<file path="config.mk">
export PLATFORM = sky130hd
export DESIGN_NAME = varint_enc_fsm
export DESIGN_NICKNAME = d
export VERILOG_FILES = /design/src/rtl/varint_enc_fsm.sv
export SDC_FILE = /design/constraint.sdc
export NUM_CORES = 1
export LEC_CHECK = 0
export CELL_PAD_IN_SITES_DETAIL_PLACEMENT = 0
export CELL_PAD_IN_SITES_GLOBAL_PLACEMENT = 1
export CORE_UTILIZATION = 36
export CTS_BUF_LIST = sky130_fd_sc_hd__clkbuf_4 sky130_fd_sc_hd__clkbuf_8
export CTS_CLUSTER_DIAMETER = 120
export DETAILED_ROUTE_END_ITERATION = 12
export MAX_ROUTING_LAYER = met4
export PLACE_DENSITY_LB_ADDON = 0.3
export SLEW_MARGIN = 5
export SYNTH_ARGS = -nofsm -noshare
export SYNTH_HDL_FRONTEND = slang
export SYNTH_SLANG_ARGS = --single-unit
</file>
<file path="constraint.sdc">
create_clock -name clk -period 2 [get_ports clk]
set_clock_uncertainty 0.1 [all_clocks]
set_input_delay 0.4 -clock clk [delete_from_list [all_inputs] [get_ports clk]]
set_output_delay 0.4 -clock clk [all_outputs]
set_load 0.05 [all_outputs]
</file>
<file path="src/rtl/varint_enc_fsm.sv">
// LEB128 varint encoder: pops one word from a FWFT FIFO and emits
// 7-bit groups LSB first into a byte FIFO, optionally zigzag-mapped.
module varint_enc_fsm #(
  parameter int unsigned DATA_W = 32,
  parameter int unsigned ZIGZAG = 0,
  parameter int unsigned CNT_W  = 16
) (
  input  logic              clk,
  input  logic              reset,
  input  logic              clr,
  input  logic              varint_in_fifo_empty,
  output logic              varint_in_fifo_pop,
  output logic              varint_in_index_pop,
  input  logic [DATA_W-1:0] varint_in,
  input  logic              varint_out_fifo_full,
  output logic              varint_out_fifo_push,
  output logic [7:0]        varint_out,
  output logic              varint_out_index_push,
  output logic              varint_out_fifo_clr,
  output logic              varint_out_index_clr,
  output logic              busy,
  output logic [CNT_W-1:0]  done_cnt
);

  typedef enum logic {IDLE, EMIT} state_e;

  state_e             state_q, state_d;
  logic [DATA_W-1:0]  rem_q, rem_d;
  logic [CNT_W-1:0]   cnt_q, cnt_d;
  logic [DATA_W-1:0]  mapped;
  logic               more;

  generate
    if (ZIGZAG != 0) begin : g_zz
      assign mapped = {varint_in[DATA_W-2:0], 1'b0}
                    ^ {DATA_W{varint_in[DATA_W-1]}};
    end else begin : g_raw
      assign mapped = varint_in;
    end
  endgenerate

  // A continuation bit is set while any payload remains above this group.
  assign more     = |rem_q[DATA_W-1:7];
  assign done_cnt = cnt_q;

  always_comb begin
    state_d               = state_q;
    rem_d                 = rem_q;
    cnt_d                 = cnt_q;
    varint_in_fifo_pop    = 1'b0;
    varint_in_index_pop   = 1'b0;
    varint_out_fifo_push  = 1'b0;
    varint_out            = 8'h00;
    varint_out_index_push = 1'b0;
    varint_out_fifo_clr   = 1'b0;
    varint_out_index_clr  = 1'b0;
    busy                  = 1'b0;
    if (reset) begin
      state_d = IDLE;
      rem_d   = '0;
      cnt_d   = '0;
    end else if (clr) begin
      varint_out_fifo_clr  = 1'b1;
      varint_out_index_clr = 1'b1;
      busy                 = (state_q == EMIT);
      state_d              = IDLE;
      rem_d                = '0;
    end else begin
      unique case (state_q)
        IDLE: begin
          if (!varint_in_fifo_empty) begin
            varint_in_fifo_pop  = 1'b1;
            varint_in_index_pop = 1'b1;
            rem_d               = mapped;
            state_d             = EMIT;
          end
        end
        EMIT: begin
          busy = 1'b1;
          if (!varint_out_fifo_full) begin
            varint_out_fifo_push = 1'b1;
            varint_out           = {more, rem_q[6:0]};
            rem_d                = rem_q >> 7;
            if (!more) begin
              varint_out_index_push = 1'b1;
              cnt_d                 = cnt_q + CNT_W'(1);
              state_d               = IDLE;
            end
          end
        end
      endcase
    end
  end

  always_ff @(posedge clk) begin
    if (reset) begin
      state_q <= IDLE;
      rem_q   <= '0;
      cnt_q   <= '0;
    end else begin
      state_q <= state_d;
      rem_q   <= rem_d;
      cnt_q   <= cnt_d;
    end
  end

endmodule

</file>
Word-level counts from Yosys, hierarchy flattened:

Cells that the tools add are included.

* add/subtract/negate cells: 1
* equal/unequal tests: 2
* muxes and demuxes: 28
* bitwise logic cells: 4
* reductions and logical operators: 4

Operator list (count)
* $mux W32: 2
* $pmux W32 S2: 1
* $mux W8: 4
* $reduce_or A25 Y1: 1
* $mux W1: 20
* $add A16 B1 Y16 const B: 1
* $ne A2 B2 Y1 const B: 2
* $not A1 Y1: 4
* $reduce_and A4 Y1: 1
* $pmux W1 S2: 1
* $reduce_and A2 Y1: 1
* $reduce_or A2 Y1: 1

* register bits: 49
* output and inout port bits: 31
* logic and storage cells: 42

Logic depth before layout (Yosys ltp):

Gate-level depths: netlist of run 1.

* word-level depth: 6
* gate-level depth with buffers: 6
* gate-level depth less buffers: 5

Worst setup path before layout of run 1:

OpenSTA, ideal clock, no wires.

* path type: input to output
* start: in reset
* end: out varint_in_index_pop
* data arrival time: 2.473 ns
* data required time: 1.500 ns
* setup slack: -0.973 ns
* stages: 5
* buffers on the path: 3
* cells stage by stage: or2_1 clkbuf_1 clkbuf_1 nor3_1 buf_4

* word-level cells in the longest chain between the ends: 1

RTL lines
* start: declaration: line 9 `input logic reset,`
* $mux W1
* end: declaration: line 13 `output logic varint_in_index_pop,`

No other way between the ends.

Worst setup path in the final report of run 1:

* start: reg rem_q[22]
* end: out varint_out_index_push

* word-level cells in the longest chain between the ends: 6

RTL lines
* start: declaration: line 28 `logic [DATA_W-1:0] rem_q, rem_d;`
* start signal: assignment: line 102 `rem_q <= rem_d;`
* $reduce_or A25 Y1: line 43 `assign more = |rem_q[DATA_W-1:7];`
* $mux W1: line 84 `if (!more) begin`
* $mux W1: line 80 `if (!varint_out_fifo_full) begin`
* $mux W1: line 69 `unique case (state_q)`
* $mux W1: line 62 `end else if (clr) begin`
* $mux W1: line 58 `if (reset) begin`
* end: declaration: line 18 `output logic varint_out_index_push,`

No other way between the ends.

==> out/qor.yml, run 1 <==
cells_and_area:
  final_nets: 421
  fin_cells: 461
  area_growth_pct: 73.03
  layout-drive-gt1-share_pct: 40.10
  antenna_cells: 0
sta:
  worst_pin_slew_ns: 0.4115
  setup_viol: 13
  fin_crit_ns: 2.171
  finalWorstSetupSlack_ns: -0.1710
  grt_setup_unrepaired: "true"
  min_period_over_period_pct: 108.6
  finalHoldViolations: 0
  fmax_ghz: 0.4606
  slew_viol_final: 0
  maxSlewHeadroom_pct: 72.46
  whs_ns: 0.3967
worst_hold_path:
  whs_path_depth: 2
  hold_path_class: "flip-flop to flip-flop"
global_route:
  grt_usage_pct: 20.10
  overflow: 0
  antenna_found_initial: 0
  grt_start_max_net_pins: 34
  grt_pass1_wl_um: 11160
  grt_pass1_vias: 2319
drt:
  wl_met3_um: 209
  routedWlPerCell_um: 15.15
  via_per_inst: 5.315
  dr.pass1.iters: 8
  met2_length_um: 3481
  met1_length_um: 3221
  via_count: 2450
  highest_layer: "met4"
  drt_wl_total_um: 6986
  ant_nets: 0
  dr.first_iter.drc_count: 116
  drc_errors: 7
die:
  fp.dieArea_mm2: 0.007071
  ios: 68
  dieWidth_um: 84.09
  initial_utilization_pct: 37.78
  rows: 29
  core_area_mm2: 0.006422
  die_y_um: 84.09
logic_synthesis:
  synth_warnings: 0
  yosysSeqAreaShare_pct: 40.43
  yosys_register_bits: 49
  ys_types: 38
  synth_common_cells: "dfxtp_1, nor2_1, a211oi_1, mux2i_1, clkbuf_1"
  async_reset_ff_share_pct: 0
  synth.most_common_cell: "dfxtp_1"
  synth_top_area_share_pct: 40.43
  synth-edff-count: 0
  syn_inst: 271
  ys_top_cells_by_area: "dfxtp_1, mux2i_1, a211oi_1, nor2_1, clkbuf_1"
  ys.flop_type: "dfxtp_1"
  syn_area_mm2: 0.002426
  post-synth-top-area-cell: "dfxtp_1"
  postSynthAreaPerCell_um2: 8.952
  syn-num-nets: 309
pwr:
  p_leak_nw: 1.672
  finalPower_w: 0.002404
  power.density_mw_per_mm2: 572.7
  peakVddDrop_mv: 0.2990
worst_setup_path:
  end_kind: "primary output"
  crit_fanout: 3
  reg2reg_depth: 8
  critical_path_class: "flip-flop to primary output"
  path_cells: "nor4_4 > buf_4 > nand4_4 > nor3_4 > buf_12"
  required_ns: 1.50
  start_kind: "flip-flop"
  cp.arrival_ns: 1.67
  cpPeakStageDelay_ns: 0.35
  slowest_stage: "dfxtp_2"
run:
  drv_cap: 0
cts:
  cts_tree: "built"
  clock_path_buffers: 2
  cts_max_level: 2
  postCtsHoldBufs: 0
  cts-buffers-inserted: 5
  clkTransAtPathRegs_ns: 0.09
  cts-root-buf: "clkbuf_8"
  clk_latency_ns: 0.30
  clock-sinks: 49
run_status:
  outcome: "complete, but fails checks"
  failed_checks: "design-rule violations, negative setup slack"
placement:
  routabilityCongestion: 0.8153
  port_buffers: 67
  dp.cells: 433
  detailed_place_hpwl_um: 4649
  post-place-ws_ns: -0.3571
repair_timing:
item	CTS	global route
setup endpoints to repair	22	20
setup buffers	15	8
cloned	1	1
hold endpoints to repair	0	0
pin swaps	20	18
resized for setup	41	35
worst max-delay path, delay by kind of cell, from the launching register on:
kind                   cells  cell delay (ns)
buffers and inverters      2             0.33
flip-flops                 1             0.35
AND/OR/NAND/NOR            3             0.68
layout by cell type (no fill, tap or decap), types with 3 or more instances in the layout:
| cell type | count |
|---|---|
| buf_4 | 59 |
| nor2_1 | 38 |
| dfxtp_1 | 37 |
| clkdlybuf4s50_1 | 33 |
| mux2i_1 | 25 |
| a211oi_1 | 25 |
| buf_12 | 19 |
| buf_6 | 16 |
| dfxtp_2 | 10 |
| nor4_4 | 8 |
| nand4_1 | 8 |
| a22oi_1 | 7 |
| o31ai_1 | 6 |
| clkbuf_8 | 6 |
| and2_4 | 5 |
| inv_1 | 5 |
| nor2b_1 | 5 |
| or4_1 | 4 |
| a21oi_1 | 4 |
| nand2_1 | 4 |
| a21oi_2 | 4 |
| and4_1 | 3 |
| o31a_1 | 3 |
| nor4_1 | 3 |
flip-flops by register name, summed over array words and instances, names as in the netlist:
register	cells
done_cnt	16
rem_q	32
state_q	1
layout make-up:
| type | instances | area [um^2] |
|---|---|---|
| clock inverters | 1 | 30.03 |
| clock buffers | 7 | 90.09 |
| multi-input cells | 193 | 1592 |
| fillers | 518 | 2225 |
| flip-flops and latches | 49 | 1001 |
| inverters | 5 | 18.77 |
| repair buffers | 129 | 1370 |
| well taps | 77 | 96.34 |
layer usage:
metal  GRT usage (%)  vias up
met3           2.868        9
li1                -     1233
met2           34.28       50
met4           4.702        0
met1           25.14     1158
met5               -        -
kinds of logic after synthesis:
kind of cell / Yosys count / synth area share (%)
muxes: 29 / 12.17
AOI/OAI and AO/OA: 59 / 17.64
adders and majority gates: 1 / 0.5156
and+or+nand+nor: 104 / 24.24
DFF: 49 / 40.43
buffers and inverters: 29 / 5.002
final timing paths:
check	from	end	slack, ns
worst max register to register	rem_q[22]	done_cnt[2]	-0.13
worst min-delay path	rem_q[0]	rem_q[0]	0.40
worst max-delay path	rem_q[22]	varint_out_index_push	-0.17
worst min register to register	rem_q[0]	rem_q[0]	0.40
report_power, final:
group          leakage, nW  total (W)  switching (W)  internal [W]
Clock               0.0619   0.000763       0.000341      0.000422
Combinational         1.21   0.000607       0.000279      0.000328
Sequential           0.405    0.00103      0.0000276       0.00101
metrics by stage:
step           util, %  setup TNS [ns]  area, um^2
2_1_floorplan        -          -2.595        2535
3_3_place_gp     56.77          -7.419        3646
3_5_place_dp     56.77          -7.779        3646
4_1_cts          62.42         -0.6106        4009
5_1_grt          65.36          -2.167        4198
6_report         65.36         -0.7773        4198
(Power assumes the default switching activity.)
==> run 2: changes to the inputs <==
Settings changed: CORE_MARGIN from default to 2, TNS_END_PERCENT from default to 1.
==> run 2 against run 1 <==
The flow finishes with violations (negative setup slack); via count down 1.9%; final area down 2.5%; critical endpoint is now done_cnt[2]; register-to-register slack worse by 0.02 ns; non-clock buffer count down 8; count of clock-buffer cells in the layout down 1; routed wire length down 3.7%; fmax up 0.89%.
==> out/qor.yml, run 2 (synthesis results as in run 1) <==
run_status:
  outcome: "complete, but fails checks"
  failed_checks: "negative setup slack"
worst_setup_path:
  crit_top_cell: "buf_6"
  start_kind: "flip-flop"
  end_kind: "flip-flop"
  cpPeakStageDelay_ns: 0.49
  cp.arrival_ns: 2.28
  required_ns: 2.13
  crit_fanout: 6
  path_cells: "nor4_2 > buf_4 > nand4_1 > buf_6 > buf_6 > buf_6 > buf_6 > or4_1 > a21oi_1"
  slowest_stage: "or4_1"
  critical_path_class: "flip-flop to flip-flop"
cells_and_area:
  largest_reg_flops: 32
  regMostFlops: "rem_q"
  mostFrequentLayoutCell: "buf_4"
  multi_input_area_mm2: 0.001570
  layout-drive-gt1-share_pct: 36.00
  area_growth_pct: 68.70
  nFillCells: 513
  final-seq-area_um2: 989.7
  antenna_cells: 0
  mostFrequentLayoutCells: "buf_4, dfxtp_1, nor2_1, clkdlybuf4s50_1"
  final_nets: 413
  final_util_pct: 63.72
worst_hold_path:
  hold_path_class: "flip-flop to flip-flop"
drt:
  via_count: 2403
  routedWlPerCell_um: 14.89
  drt_wl_total_um: 6729
  drc_errors: 0
  dr.first_iter.drc_count: 90
  via_per_inst: 5.316
  ant_nets: 0
  dr.pass1.iters: 4
sta:
  min_period_over_period_pct: 107.6
  slew_viol_final: 0
  worst_pin_slew_ns: 0.4681
  fin_crit_ns: 2.152
  fmax_ghz: 0.4647
  whs_ns: 0.4059
  finalHoldViolations: 0
  finalWorstSetupSlack_ns: -0.1519
  setup_viol: 16
  maxSlewHeadroom_pct: 68.68
  grt_setup_unrepaired: "true"
die:
  initial_utilization_pct: 37.78
  die_y_um: 86.09
  rows: 29
  core_area_mm2: 0.006422
  dieWidth_um: 86.09
  ios: 68
  fp.dieArea_mm2: 0.007411
cts:
  clock-sinks: 49
  cts-root-buf: "clkbuf_8"
  cts-buffers-inserted: 5
  clk_latency_ns: 0.30
  clkTransAtPathRegs_ns: 0.09
  clock_path_buffers: 2
  cts_tree: "built"
  postCtsHoldBufs: 0
  cts_max_level: 2
placement:
  detailed_place_hpwl_um: 4545
  port_buffers: 67
  routabilityCongestion: 0.8221
pwr:
  peakVddDrop_mv: 0.3265
  p_leak_nw: 1.606
  power.density_mw_per_mm2: 537.3
global_route:
  grt_pass1_vias: 2229
  grt_start_max_net_pins: 27
  grt_pass1_wl_um: 11010
  overflow: 0
  grt_usage_pct: 18.94
  antenna_found_initial: 0
run:
  drv_cap: 0
-- run 2: layer usage --
layer / vias to the layer above / GRT usage, % / part of all wire, %
met5: - / - / 0
li1: 1225 / - / -
met1: 1105 / 26.97 / 48
met3: 4 / 3.272 / 5.1
met4: 0 / 3.896 / 0.79
met2: 69 / 28.19 / 46
-- run 2: worst max-delay path, delay by kind of cell (launching register included) --
kind                   cells  cell delay, ns
AOI/OAI and AO/OA          1            0.13
buffers and inverters      5            0.67
DFF                        1            0.33
and+or+nand+nor            3            0.86
-- run 2: final cells by class --
| class | count | area share, % |
|---|---|---|
| flip-flops and latches | 49 | 24.18 |
| well taps | 77 | 2.354 |
| repair buffers | 121 | 32.44 |
| clock buffers | 6 | 2.018 |
| clock inverters | 1 | 0.1834 |
| multi-input cells | 193 | 38.37 |
| inverters | 5 | 0.4586 |
-- run 2: repair_timing --
action	4_1_cts	5_1_grt
gates cloned	2	0
buffers inserted	8	0
pin swaps	30	5
hold endpoints to repair	0	0
setup endpoints to repair	19	27
gates resized for setup	47	20
-- run 2: worst paths after layout --
check,endpoint,from,slack [ns],depth (start not counted)
setup / recovery,done_cnt[2],rem_q[26],-0.15,9
hold / removal,rem_q[0],rem_q[0],0.41,2
setup reg to reg,done_cnt[2],rem_q[26],-0.15,9
hold reg to reg,rem_q[0],rem_q[0],0.41,2
-- run 2: where the power goes --
group          internal (W)  switching (W)  total [W]
Combinational      0.000294       0.000262   0.000556
Clock              0.000274       0.000336   0.000610
Sequential          0.00101      0.0000257    0.00103
-- run 2: through the flow --
| stage | instances | setup TNS (ns) | instance area (um^2) | total power (W) | setup WS, ns |
|---|---|---|---|---|---|
| floorplan | 271 | -3.368 | 2475 | 0.001266 | -0.3197 |
| global placement | 436 | -6.725 | 3627 | 0.001486 | -0.2975 |
| detailed placement | 436 | -7.486 | 3627 | 0.001491 | -0.3664 |
| CTS | 452 | -1.600 | 4020 | 0.002189 | -0.1587 |
| global route | 452 | -2.362 | 4093 | 0.002292 | -0.2416 |
| finish | 452 | -0.8886 | 4093 | 0.002199 | -0.1519 |
==> run 3: changes to the inputs <==
Settings changed: GPL_TIMING_DRIVEN from default to 0, SLEW_MARGIN 5 to 20.
==> run 3 against run 2 <==
The flow still finishes with violations (negative setup slack); non-clock buffer count down 22; register-to-register slack better by 0.10 ns; combinational power shrank 18%; critical path depth is 3 lower; sequential power hardly changed; via count down 1.7%; worst setup slack worse by 0.14 ns; sequential share of layout area is 3.4 points higher; critical path type is now flip-flop to primary output; critical endpoint is now varint_out_index_push; largest cell class unchanged.
==> out/qor.yml, run 3 (synthesis results as in run 1) <==
run_status:
  outcome: "complete, but fails checks"
  failed_checks: "negative setup slack"
placement:
  detailed_place_hpwl_um: 4677
  dpl_cell_area_mm2: 0.003242
  dp.cells: 415
  routabilityCongestion: 0.7911
  post-place-ws_ns: -1.437
  port_buffers: 67
sta:
  worst_pin_slew_ns: 0.7065
  min_period_over_period_pct: 114.7
  grt_setup_unrepaired: "true"
  slew_viol_final: 0
  whs_ns: 0.3521
  setup_viol: 18
  fmax_ghz: 0.4360
  maxSlewHeadroom_pct: 52.90
  fin_crit_ns: 2.294
  finalWorstSetupSlack_ns: -0.2935
  finalHoldViolations: 0
cts:
  clock-sinks: 49
  clkTransAtPathRegs_ns: 0.10
  cts_max_level: 2
  cts-buffers-inserted: 5
  cts-root-buf: "clkbuf_8"
  clk_latency_ns: 0.31
  cts_tree: "built"
  clock_path_buffers: 2
worst_setup_path:
  path_delay_family: "simple AND/OR/NAND/NOR gates"
  cp.buffers_inverters: 3
  crit_fanout: 3
  start_kind: "flip-flop"
  critical_path_class: "flip-flop to primary output"
  required_ns: 1.50
  cp.arrival_ns: 1.79
  path_cells: "nor4_4 > nand4_1 > clkbuf_8 > clkbuf_16 > nor3_4 > buf_6"
  cpPeakStageDelay_ns: 0.35
  end_kind: "primary output"
  slowest_stage: "dfxtp_2"
cells_and_area:
  fin_cells: 431
  final_nets: 391
  mostFrequentLayoutCell: "dfxtp_1"
  area_growth_pct: 48.27
  regMostFlops: "rem_q"
  nFillCells: 610
  layout-drive-gt1-share_pct: 23.16
  largest_reg_flops: 32
  final_area_mm2: 0.003597
  mostFrequentLayoutCells: "dfxtp_1, nor2_1, clkdlybuf4s50_1, mux2i_1, a211oi_1"
  antenna_cells: 0
pwr:
  finalPower_w: 0.002113
  power.density_mw_per_mm2: 587.4
  switching_power_w: 0.0006371
  p_leak_nw: 1.448
  seqPwrFrac_pct: 49.1
  clkPwrFrac_pct: 29.2
  peakVddDrop_mv: 0.3235
  power.internal_w: 0.001476
  p_comb_share_pct: 21.7
  switching_share_pct: 30.15
drt:
  drt_wl_total_um: 6564
  ant_nets: 0
  dr.first_iter.drc_count: 89
  routedWlPerCell_um: 15.23
  dr.pass1.iters: 4
  drc_errors: 0
  via_per_inst: 5.478
  via_count: 2361
die:
  die_y_um: 86.09
  ios: 68
  fp.dieArea_mm2: 0.007411
  rows: 29
  dieWidth_um: 86.09
  core_area_mm2: 0.006422
  initial_utilization_pct: 37.78
global_route:
  grt_pass1_wl_um: 10810
  overflow: 0
  grt_start_max_net_pins: 17
  grt_pass1_vias: 2175
  antenna_found_initial: 0
  grt_usage_pct: 18.83
worst_hold_path:
  hold_path_class: "primary input to flip-flop"
run:
  drv_cap: 0
## run 3: changes by cell type in the layout (fill, tap and decap cells not counted), moves of 3 or more
cell / delta
a21oi_1: +3
buf_4: -41
and2_4: -7
clkbuf_1: +6
clkbuf_2: +3
buf_6: +5
buf_12: -21
buf_2: +3
dlygate4sd2_1: +15
and2_2: +7
## run 3: final cells by class
type	instances	area, um^2	share of cell area (%)
Clock buffer	5	68.82	1.913
Sequential cell	49	991.0	27.55
Buffer	24	178.9	4.974
Inverter	5	18.77	0.5217
Clock inverter	3	21.27	0.5913
Timing Repair Buffer	75	728.2	20.24
Multi-Input combinational cell	193	1494	41.53
Tap cell	77	96.34	2.678
## run 3: final timing paths
kind,cells past startpoint,startpoint,slack [ns],endpoint
hold reg to reg,2,rem_q[0],0.40,rem_q[0]
setup reg to reg,6,rem_q[10],-0.05,done_cnt[11]
hold / removal,3,reset,0.35,done_cnt[11]
setup / recovery,6,rem_q[10],-0.29,varint_out_index_push
## run 3: through the flow
step	TNS (ns)	util, %
5_1_grt	-3.380	56.01
3_5_place_dp	-30.72	50.48
4_1_cts	-1.992	55.31
3_3_place_gp	-29.81	50.48
6_report	-1.879	56.01
2_1_floorplan	-3.368	-
## run 3: per-layer routing
layer	up-vias	track usage, %	part of all wire, %
li1	1177	-	-
met1	1108	26.48	50
met2	66	26.99	44
met3	10	3.176	4.5
met4	0	6.926	1.7
met5	-	-	0
## run 3: power by group through the flow
stage / sequential, W / clock [W] / combinational (W)
3_3_place_gp: 0.00105 / 0 / 0.000364
3_5_place_dp: 0.00105 / 0 / 0.000365
4_1_cts: 0.00104 / 0.000626 / 0.000442
5_1_grt: 0.00104 / 0.000671 / 0.000492
2_1_floorplan: 0.00105 / 0 / 0.000220
6_report: 0.00104 / 0.000617 / 0.000458
## run 3: timing repair
action	4_1_cts	5_1_grt
buffers inserted	7	1
gates resized for setup	154	23
setup endpoints to repair	45	46
hold buffers	0	0
pin swaps	10	6
## run 3: worst min-delay path: cells and delay by family
kind,cells,cell delay (ns)
buffers and inverters,1,0.13
muxes,1,0.12
and+or+nand+nor,1,0.09
